<file path="src/rtl/dequantization_stream.sv">
// Row-at-a-time JPEG luminance dequantizer between zigzag reorder and the IDCT.
// One output register with valid/ready on both sides; tracks the row index within each 8x8 block.
module dequantization_stream #(
    parameter int unsigned IN_W  = 10,
    parameter int unsigned OUT_W = 12
) (
    input  logic                 clk,
    input  logic                 reset,
    input  logic [8*IN_W-1:0]    in_data,
    input  logic                 in_valid,
    input  logic                 in_first,
    output logic                 in_ready,
    output logic [8*OUT_W-1:0]   out_data,
    output logic                 out_valid,
    input  logic                 out_ready,
    output logic [2:0]           out_row,
    output logic                 out_last,
    output logic                 out_sat
);

    localparam int unsigned PW = IN_W + 8;

    // Row 0 col 0 in the MSBs, row 7 col 7 in the LSBs.
    localparam logic [64*7-1:0] Q_TABLE = {
        7'd16, 7'd11, 7'd10, 7'd16, 7'd24,  7'd40,  7'd51,  7'd61,
        7'd12, 7'd12, 7'd14, 7'd19, 7'd26,  7'd58,  7'd60,  7'd55,
        7'd14, 7'd13, 7'd16, 7'd24, 7'd40,  7'd57,  7'd69,  7'd56,
        7'd14, 7'd17, 7'd22, 7'd29, 7'd51,  7'd87,  7'd80,  7'd62,
        7'd18, 7'd22, 7'd37, 7'd56, 7'd68,  7'd109, 7'd103, 7'd77,
        7'd24, 7'd35, 7'd55, 7'd64, 7'd81,  7'd104, 7'd113, 7'd92,
        7'd49, 7'd64, 7'd78, 7'd87, 7'd103, 7'd121, 7'd120, 7'd101,
        7'd72, 7'd92, 7'd95, 7'd98, 7'd112, 7'd100, 7'd103, 7'd99
    };

    localparam logic signed [PW-1:0] SAT_MAX = PW'((2 ** (OUT_W - 1)) - 1);
    localparam logic signed [PW-1:0] SAT_MIN = ~SAT_MAX;

    logic                 r_valid;
    logic [8*OUT_W-1:0]   r_data;
    logic [2:0]           r_row;
    logic                 r_last;
    logic                 r_sat;
    logic [2:0]           r_row_cnt;

    logic                 w_accept;
    logic [2:0]           w_eff_row;
    logic [6:0]           w_q;
    logic signed [PW-1:0] w_x;
    logic signed [PW-1:0] w_qs;
    logic signed [PW-1:0] w_prod;
    logic [8*OUT_W-1:0]   w_coef;
    logic                 w_sat;

    assign in_ready  = !r_valid || out_ready;
    assign w_accept  = in_valid && in_ready;
    assign w_eff_row = in_first ? 3'd0 : r_row_cnt;

    always_comb begin
        w_coef = '0;
        w_sat  = 1'b0;
        w_q    = '0;
        w_x    = '0;
        w_qs   = '0;
        w_prod = '0;
        for (int c = 0; c < 8; c++) begin
            w_q    = Q_TABLE[(63 - (int'(w_eff_row) * 8 + c)) * 7 +: 7];
            w_x    = PW'($signed(in_data[(7 - c) * IN_W +: IN_W]));
            w_qs   = PW'({1'b0, w_q});
            w_prod = w_x * w_qs;
            if (w_prod > SAT_MAX) begin
                w_coef[(7 - c) * OUT_W +: OUT_W] = SAT_MAX[OUT_W-1:0];
                w_sat = 1'b1;
            end else if (w_prod < SAT_MIN) begin
                w_coef[(7 - c) * OUT_W +: OUT_W] = SAT_MIN[OUT_W-1:0];
                w_sat = 1'b1;
            end else begin
                w_coef[(7 - c) * OUT_W +: OUT_W] = w_prod[OUT_W-1:0];
            end
        end
    end

    always_ff @(posedge clk or negedge reset) begin
        if (!reset) begin
            r_valid   <= 1'b0;
            r_data    <= '0;
            r_row     <= 3'd0;
            r_last    <= 1'b0;
            r_sat     <= 1'b0;
            r_row_cnt <= 3'd0;
        end else if (w_accept) begin
            r_valid   <= 1'b1;
            r_data    <= w_coef;
            r_row     <= w_eff_row;
            r_last    <= (w_eff_row == 3'd7);
            r_sat     <= w_sat;
            r_row_cnt <= w_eff_row + 3'd1;
        end else if (out_ready) begin
            r_valid   <= 1'b0;
        end
    end

    assign out_valid = r_valid;
    assign out_data  = r_data;
    assign out_row   = r_row;
    assign out_last  = r_last;
    assign out_sat   = r_sat;

endmodule
</file>
<file path="config.mk">
export PLATFORM = sky130hd
export DESIGN_NAME = dequantization_stream
export DESIGN_NICKNAME = d
export VERILOG_FILES = /design/src/rtl/dequantization_stream.sv
export SDC_FILE = /design/constraint.sdc
export NUM_CORES = 1
export LEC_CHECK = 0
export ABC_AREA = 0
export CAP_MARGIN = 20
export CORE_MARGIN = 5
export CORE_UTILIZATION = 57
export DETAILED_ROUTE_END_ITERATION = 7
export MAX_ROUTING_LAYER = met4
export PLACE_DENSITY = 0.8
export SLEW_MARGIN = 15
export SYNTH_ARGS = -nofsm -noshare
export SYNTH_HDL_FRONTEND = slang
export SYNTH_SLANG_ARGS = --single-unit
export TNS_END_PERCENT = 10
</file>
<file path="constraint.sdc">
create_clock -name clk -period 9.8 [get_ports clk]
set_input_delay 1.96 -clock clk [delete_from_list [all_inputs] [get_ports clk]]
set_output_delay 1.96 -clock clk [all_outputs]
set_load 0.02 [all_outputs]
</file>
==> flow_summary.json, run 1 <==
{
  "clkLatencyLatePin_ps": 420,
  "die_y_um": 247,
  "worstPathArrival_ps": 10150,
  "gp_congestion": 0.952,
  "setup_viol": 1,
  "fin_crit_sh_pct": 100,
  "drt_iter0_drc": 1935,
  "slew_viol_final": 0,
  "die_w_um": 247,
  "yosysWarnings": 0,
  "io_pins": 188,
  "synth_area_per_cell_um2": 8.10,
  "cts_sinks": 105,
  "grt_pass1_vias": 31189,
  "wirelength_mm": 88.8,
  "fin_crit_ps": 9840,
  "antenna_found_initial": 2,
  "dp_hpwl_mm": 71.5,
  "critPathMaxFanout": 12,
  "clkSlewWorstSetupHoldPaths_ps": 110,
  "area_delta_synth_final_pct": 27.8,
  "synth_ff_type": "dfrtp_1",
  "postSynth.asyncResetShare_pct": 100,
  "synth_top_family_by_area": "adder cells",
  "hold_class": "reg2reg",
  "synth_top_cell_by_area": "fa_1",
  "track_usage_pct": 29.7,
  "crit_path_end_kind": "register",
  "root_buffer": "clkbuf_16",
  "yosysMostFrequentCell": "inv_1",
  "max_freq_ghz": 0.102,
  "hold_viol": 0,
  "grt_overflow": 0,
  "synth_seq_area_share_pct": 8.22,
  "die-area_um2": 60900,
  "netlist-cell-type-count": 102,
  "synth_compound_area_share_pct": 15.5,
  "rsz0062_at_grt": "yes",
  "clockBufferDepth": 2,
  "syn-cell-area_um2": 32000,
  "synth_top_area_share_pct": 28.4,
  "cp_slowest_stage_delay_ps": 560,
  "grt_pass1_wl_mm": 147,
  "status": "complete, but fails checks",
  "drc": 0,
  "synthCells": 3945,
  "slowest_stage": "fa_1",
  "critPathBufInv": 9,
  "fill_cells": 4024,
  "multi_input_area_um2": 27000,
  "crit_type": "in2reg",
  "final_cell_area_um2": 40800,
  "vias_per_cell": 5.50,
  "cp_common_cell": "fa_1",
  "cp_top_family": "adder cells",
  "std_cell_rows": 86,
  "setup_slack_ps": -36.4,
  "synthTopCellsByArea": "fa_1 28%, ha_1 13%, inv_1 8.3%, dfrtp_1 8.2%, and2_1 5.6%",
  "portBuffers": 187,
  "max_slew_margin_pct": 38.0,
  "cts_buffers": 9,
  "maxCapViolCount": 0,
  "dr.pass1.iters": 7,
  "final_antenna_net_count": 0,
  "synth_fa_ha_area_share_pct": 41.6,
  "tightest_slew_ps": 929,
  "violations": "setup timing",
  "critPathLaunchType": "input pin",
  "yosys.area_share.simple_pct": 18.4,
  "vias": 29972,
  "place_area_um2": 39700,
  "critPathRequiredTime_ps": 10120,
  "synth_xor_area_share_pct": 5.04,
  "final.setup_skew_ps": 22.0,
  "ys_ff_latch": 105,
  "netlist_top_cells_count": "705 x inv_1, 454 x fa_1, 444 x nand2_1",
  "grt_max_degree": 83,
  "finalNetCount": 5570,
  "muxShareOfSynthArea_pct": 1.03,
  "coreArea_um2": 55300,
  "layout-drive-gt1-share_pct": 19.2,
  "cts_tree": "built",
  "wl_per_cell_um": 16.3,
  "synth_edf_count": 0,
  "ff_latch_area_um2": 2630,
  "htree_levels": 3,
  "start_util_pct": 57.8
}
-- layout make-up --
cell class | count | share of cell area, %
multi-input combinational | 2985 | 66.2
clock inverter | 7 | 0.242
timing repair buffer | 886 | 17.7
inverter | 711 | 6.55
clock buffer | 9 | 0.551
antenna | 2 | 0.0123
tap | 748 | 2.29
sequential | 105 | 6.43
-- cells in the final DEF (no fill, tap or decap), drive strengths merged, types with 32 or more instances in the layout --
cell type / synthesis / routed
a211oi: 55 / 55
a21o: 35 / 35
a21oi: 229 / 229
a31oi: 32 / 32
and2: 286 / 286
buf: 16 / 701
clkdlybuf4s50: 0 / 185
dfrtp: 105 / 105
fa: 454 / 454
ha: 333 / 333
inv: 709 / 714
nand2: 444 / 444
nand2b: 33 / 33
nand3: 45 / 45
nor2: 172 / 172
nor2b: 66 / 66
nor3: 61 / 61
o21ai: 225 / 225
xnor2: 128 / 128
xor2: 53 / 53
-- cells by family after synthesis --
logic type | count (synthesis)
AOI/OAI and AO/OA | 788
xor gates and xnor gates | 181
adders and majority gates | 792
buffers and inverters | 860
DFF | 105
muxes | 26
other | 2
and+or+nand+nor | 1191
-- through the flow --
step	utilization, %	setup WS, ps	setup TNS [ps]	std cells	hold slack (ps)
CTS	72.6	17.0	0	5429	489
detailed placement	71.8	-955	-58490	5409	470
floorplan	-	-594	-31290	3949	589
global route	73.8	-285	-3690	5452	517
global placement	71.8	-786	-40790	5409	458
finish	73.8	-36.4	-36.4	5453	480
-- worst register-to-register path: cells and delay by family, from the launching register on --
family          cells  cell delay, ps
compound gates      8            1330
buf+inv             8             830
fa+ha+maj           8            3550
xor+xnor            1             220
flops               1             710
simple gates        9            2080
-- timing repair --
action,CTS,global route
hold buffers,0,0
setup endpoints to repair,90,88
gates cloned,0,1
setup buffers,4,22
resized for setup,18,121
pin swaps,12,58
-- layer usage --
metal / up-vias / track usage, % / wire, um
met4: 0 / 8.48 / 2640
met2: 1021 / 49.5 / 43200
met3: 205 / 5.07 / 6140
li1: 14250 / - / -
met1: 14496 / 37.7 / 36800
met5: - / - / 0
-- sequential cells by signal, indices dropped and copies added (netlist names) --
register   count
out_row        3
out_sat        1
out_valid      1
out_data      96
r_row_cnt      3
out_last       1
-- final timing paths --
check                                         start                     end  slack (ps)  depth (start not counted)
max in group asynchronous                     reset    out_last$_DFFE_PN0P_        6800                          2
max reg2reg                r_row_cnt[2]$_DFFE_PN0P_     out_sat$_DFFE_PN0P_         980                         34
min in group asynchronous                     reset  out_row[2]$_DFFE_PN0P_        1580                          1
min                            out_last$_DFFE_PN0P_    out_last$_DFFE_PN0P_         480                          2
max                                        in_first     out_sat$_DFFE_PN0P_         -40                         35
min reg2reg                    out_last$_DFFE_PN0P_    out_last$_DFFE_PN0P_         480                          2
Power of run 1 is not shown: default switching activity piles up to over one toggle a cycle in this logic, so the estimate is an artifact.
==> run 2: changes to the inputs <==
- ABC_AREA: 0 -> 1
- CAP_MARGIN: 20 -> default
- CORE_UTILIZATION: 57 -> 58
- PLACE_DENSITY: 0.8 -> 0.81
==> run 2 against run 1 <==
Net effect:
- design area is 2.5% lower
- hold slack better by 9.0 ps
- via count is 8.6% higher
- utilization is 3.1 points lower
- die area is 1.2% higher
- critical path depth is 8 higher
- the run ends with DRC left
- cell count is 11% higher
- setup slack better by 340 ps
- global-route usage is 2.7 points higher
- area after synthesis is 3.0% higher
- first-iteration DRC count is 12% higher
==> flow_summary.json, run 2 <==
{
  "yosysMostFrequentCell": "inv_1",
  "synth_xor_area_share_pct": 2.63,
  "root_buffer": "clkbuf_16",
  "dp_hpwl_mm": 79.9,
  "crit_path_end_kind": "register",
  "clkSlewWorstSetupHoldPaths_ps": 80,
  "synth_edf_count": 0,
  "die_y_um": 248,
  "syn-cell-area_um2": 32900,
  "use_met3_pct": 3.66,
  "die_w_um": 248,
  "fin_crit_ps": 9500,
  "vias_per_cell": 5.36,
  "synth_compound_area_share_pct": 10.1,
  "cp_common_cell": "inv_1",
  "std_cell_rows": 87,
  "clkLatencyLatePin_ps": 420,
  "grt_pass1_vias": 33321,
  "fin_crit_sh_pct": 96.9,
  "cp_top_family": "adder cells",
  "wirelength_mm": 95.8,
  "netlist_top_cells_count": "1,056 x inv_1, 966 x nand2_1, 635 x nor2_1",
  "slew_viol_final": 0,
  "critPathBufInv": 16,
  "grt-busiest-layer": "met2",
  "rsz0062_at_grt": "yes",
  "synth_top_area_share_pct": 27.6,
  "slowest_stage": "fa_2",
  "max_slew_margin_pct": 43.1,
  "area_delta_synth_final_pct": 20.9,
  "setup_viol": 0,
  "grt_overflow": 0,
  "vias": 32545,
  "hold_class": "reg2reg",
  "wl_per_cell_um": 15.8,
  "cp_slowest_stage_delay_ps": 610,
  "critPathMaxFanout": 12,
  "io_pins": 188,
  "grt_pass1_wl_mm": 159,
  "htree_levels": 3,
  "tightest_slew_ps": 854,
  "synthCells": 4705,
  "synth_ff_type": "dfrtp_1",
  "layout-drive-gt1-share_pct": 13.6,
  "mostFrequentLayoutCells": "1,047 x inv_1, 952 x nand2_1, 616 x nor2_1",
  "muxShareOfSynthArea_pct": 0,
  "gr-usage-met1_pct": 41.1,
  "maxCapViolCount": 0,
  "fill_cells": 4714,
  "critPathRequiredTime_ps": 10110,
  "synth_area_per_cell_um2": 7.00,
  "cts_buffers": 9,
  "status": "complete, but fails checks",
  "coreArea_um2": 56300,
  "layout_commonest_cell": "inv_1",
  "gp_congestion": 1.01,
  "final.setup_skew_ps": 13.8,
  "final_cell_area_um2": 39800,
  "final_antenna_net_count": 0,
  "worstPathArrival_ps": 9800,
  "die-area_um2": 61600,
  "largest_reg_flops": 96,
  "hold_viol": 0,
  "yosysWarnings": 0,
  "crit_type": "in2reg",
  "place_area_um2": 38900,
  "postSynth.asyncResetShare_pct": 100,
  "yosys.area_share.simple_pct": 25.3,
  "timing.hold.ws_ps": 489,
  "insertedDiodeCount": 0,
  "ys_ff_latch": 105,
  "grt_max_degree": 59,
  "critPathLaunchType": "input pin",
  "violations": "DRC",
  "synth_top_family_by_area": "adder cells",
  "clockBufferDepth": 2,
  "antenna_found_initial": 2,
  "netlist-cell-type-count": 78,
  "track_usage_pct": 32.4,
  "synth_seq_area_share_pct": 7.98,
  "grt_util_met2_pct": 54.5,
  "cts_sinks": 105,
  "cts_tree": "built",
  "synth_top_cell_by_area": "fa_1",
  "portBuffers": 187,
  "synth_fa_ha_area_share_pct": 40.3,
  "max_freq_ghz": 0.105,
  "finalNetCount": 6183,
  "dr.pass1.iters": 8,
  "drc": 5,
  "drt_iter0_drc": 2175,
  "synthTopCellsByArea": "fa_1 28%, ha_1 13%, inv_1 12%, nand2_1 11%, dfrtp_1 8.0%",
  "start_util_pct": 58.5
}
run 2: worst register-to-register path, delay by kind of cell, from the launching register on:
| family | cells | cell delay [ps] |
|---|---|---|
| adders and majority gates | 9 | 3520 |
| buffers and inverters | 15 | 1320 |
| and+or+nand+nor | 11 | 1240 |
| AOI/OAI and AO/OA | 6 | 1010 |
| DFF | 1 | 550 |
| xor gates and xnor gates | 1 | 200 |
run 2: final timing paths:
kind                                                from                  endpoint  slack [ps]  depth (start not counted)
min in group asynchronous                          reset  out_data[90]$_DFFE_PN0P_        1600                          1
max in group asynchronous                          reset   out_data[2]$_DFFE_PN0P_        6850                          2
worst min-delay path            out_data[63]$_DFFE_PN0P_  out_data[63]$_DFFE_PN0P_         490                          2
worst max register to register  r_row_cnt[1]$_DFFE_PN0P_       out_sat$_DFFE_PN0P_        1860                         42
worst max-delay path                            in_first       out_sat$_DFFE_PN0P_         300                         43
worst min register to register  out_data[63]$_DFFE_PN0P_  out_data[63]$_DFFE_PN0P_         490                          2
run 2: repair_timing:
action	CTS	global route
gates resized for setup	5	111
pin swaps	0	25
gates cloned	0	1
endpoints found under the setup margin	1	77
buffers inserted	0	19
endpoints found under the hold margin	0	0
hold buffers	0	0
run 2: routing by layer:
layer	part of all wire, %	wire length, um
met5	0	0
met4	3.6	3490
met3	6.2	5930
met2	48	46200
met1	42	40200
run 2: cell families (layout without fill, tap and decap cells):
| group | count (synthesis) | count (layout) |
|---|---|---|
| xor+xnor | 89 | 89 |
| buf+inv | 1177 | 1784 |
| compound gates | 546 | 546 |
| simple gates | 1999 | 1999 |
| fa+ha+maj | 787 | 787 |
| other cells | 2 | 6 |
| flops | 105 | 105 |
run 2: cell type report:
class | count | area, um^2 | share of cell area (%)
Clock buffer | 9 | 225 | 0.566
Clock inverter | 7 | 113 | 0.283
Inverter | 1103 | 4150 | 10.4
Multi-Input combinational cell | 3427 | 26200 | 65.9
Sequential cell | 105 | 2630 | 6.60
Tap cell | 756 | 946 | 2.38
Timing Repair Buffer | 664 | 5490 | 13.8
Timing Repair inverter | 1 | 7.51 | 0.0189
run 2: stage by stage:
step / worst slack (ps) / cells / utilization, % / setup TNS (ps)
after CTS: 6.03 / 6052 / 69.7 / 0
after global routing: -101 / 6072 / 70.7 / -834
after detailed placement: -593 / 6036 / 69.0 / -8750
final: 304 / 6072 / 70.7 / 0
after floorplan: 51.4 / 4709 / - / 0
after global placement: -541 / 6036 / 69.0 / -3840
Power of run 2 is left out for the same reason.
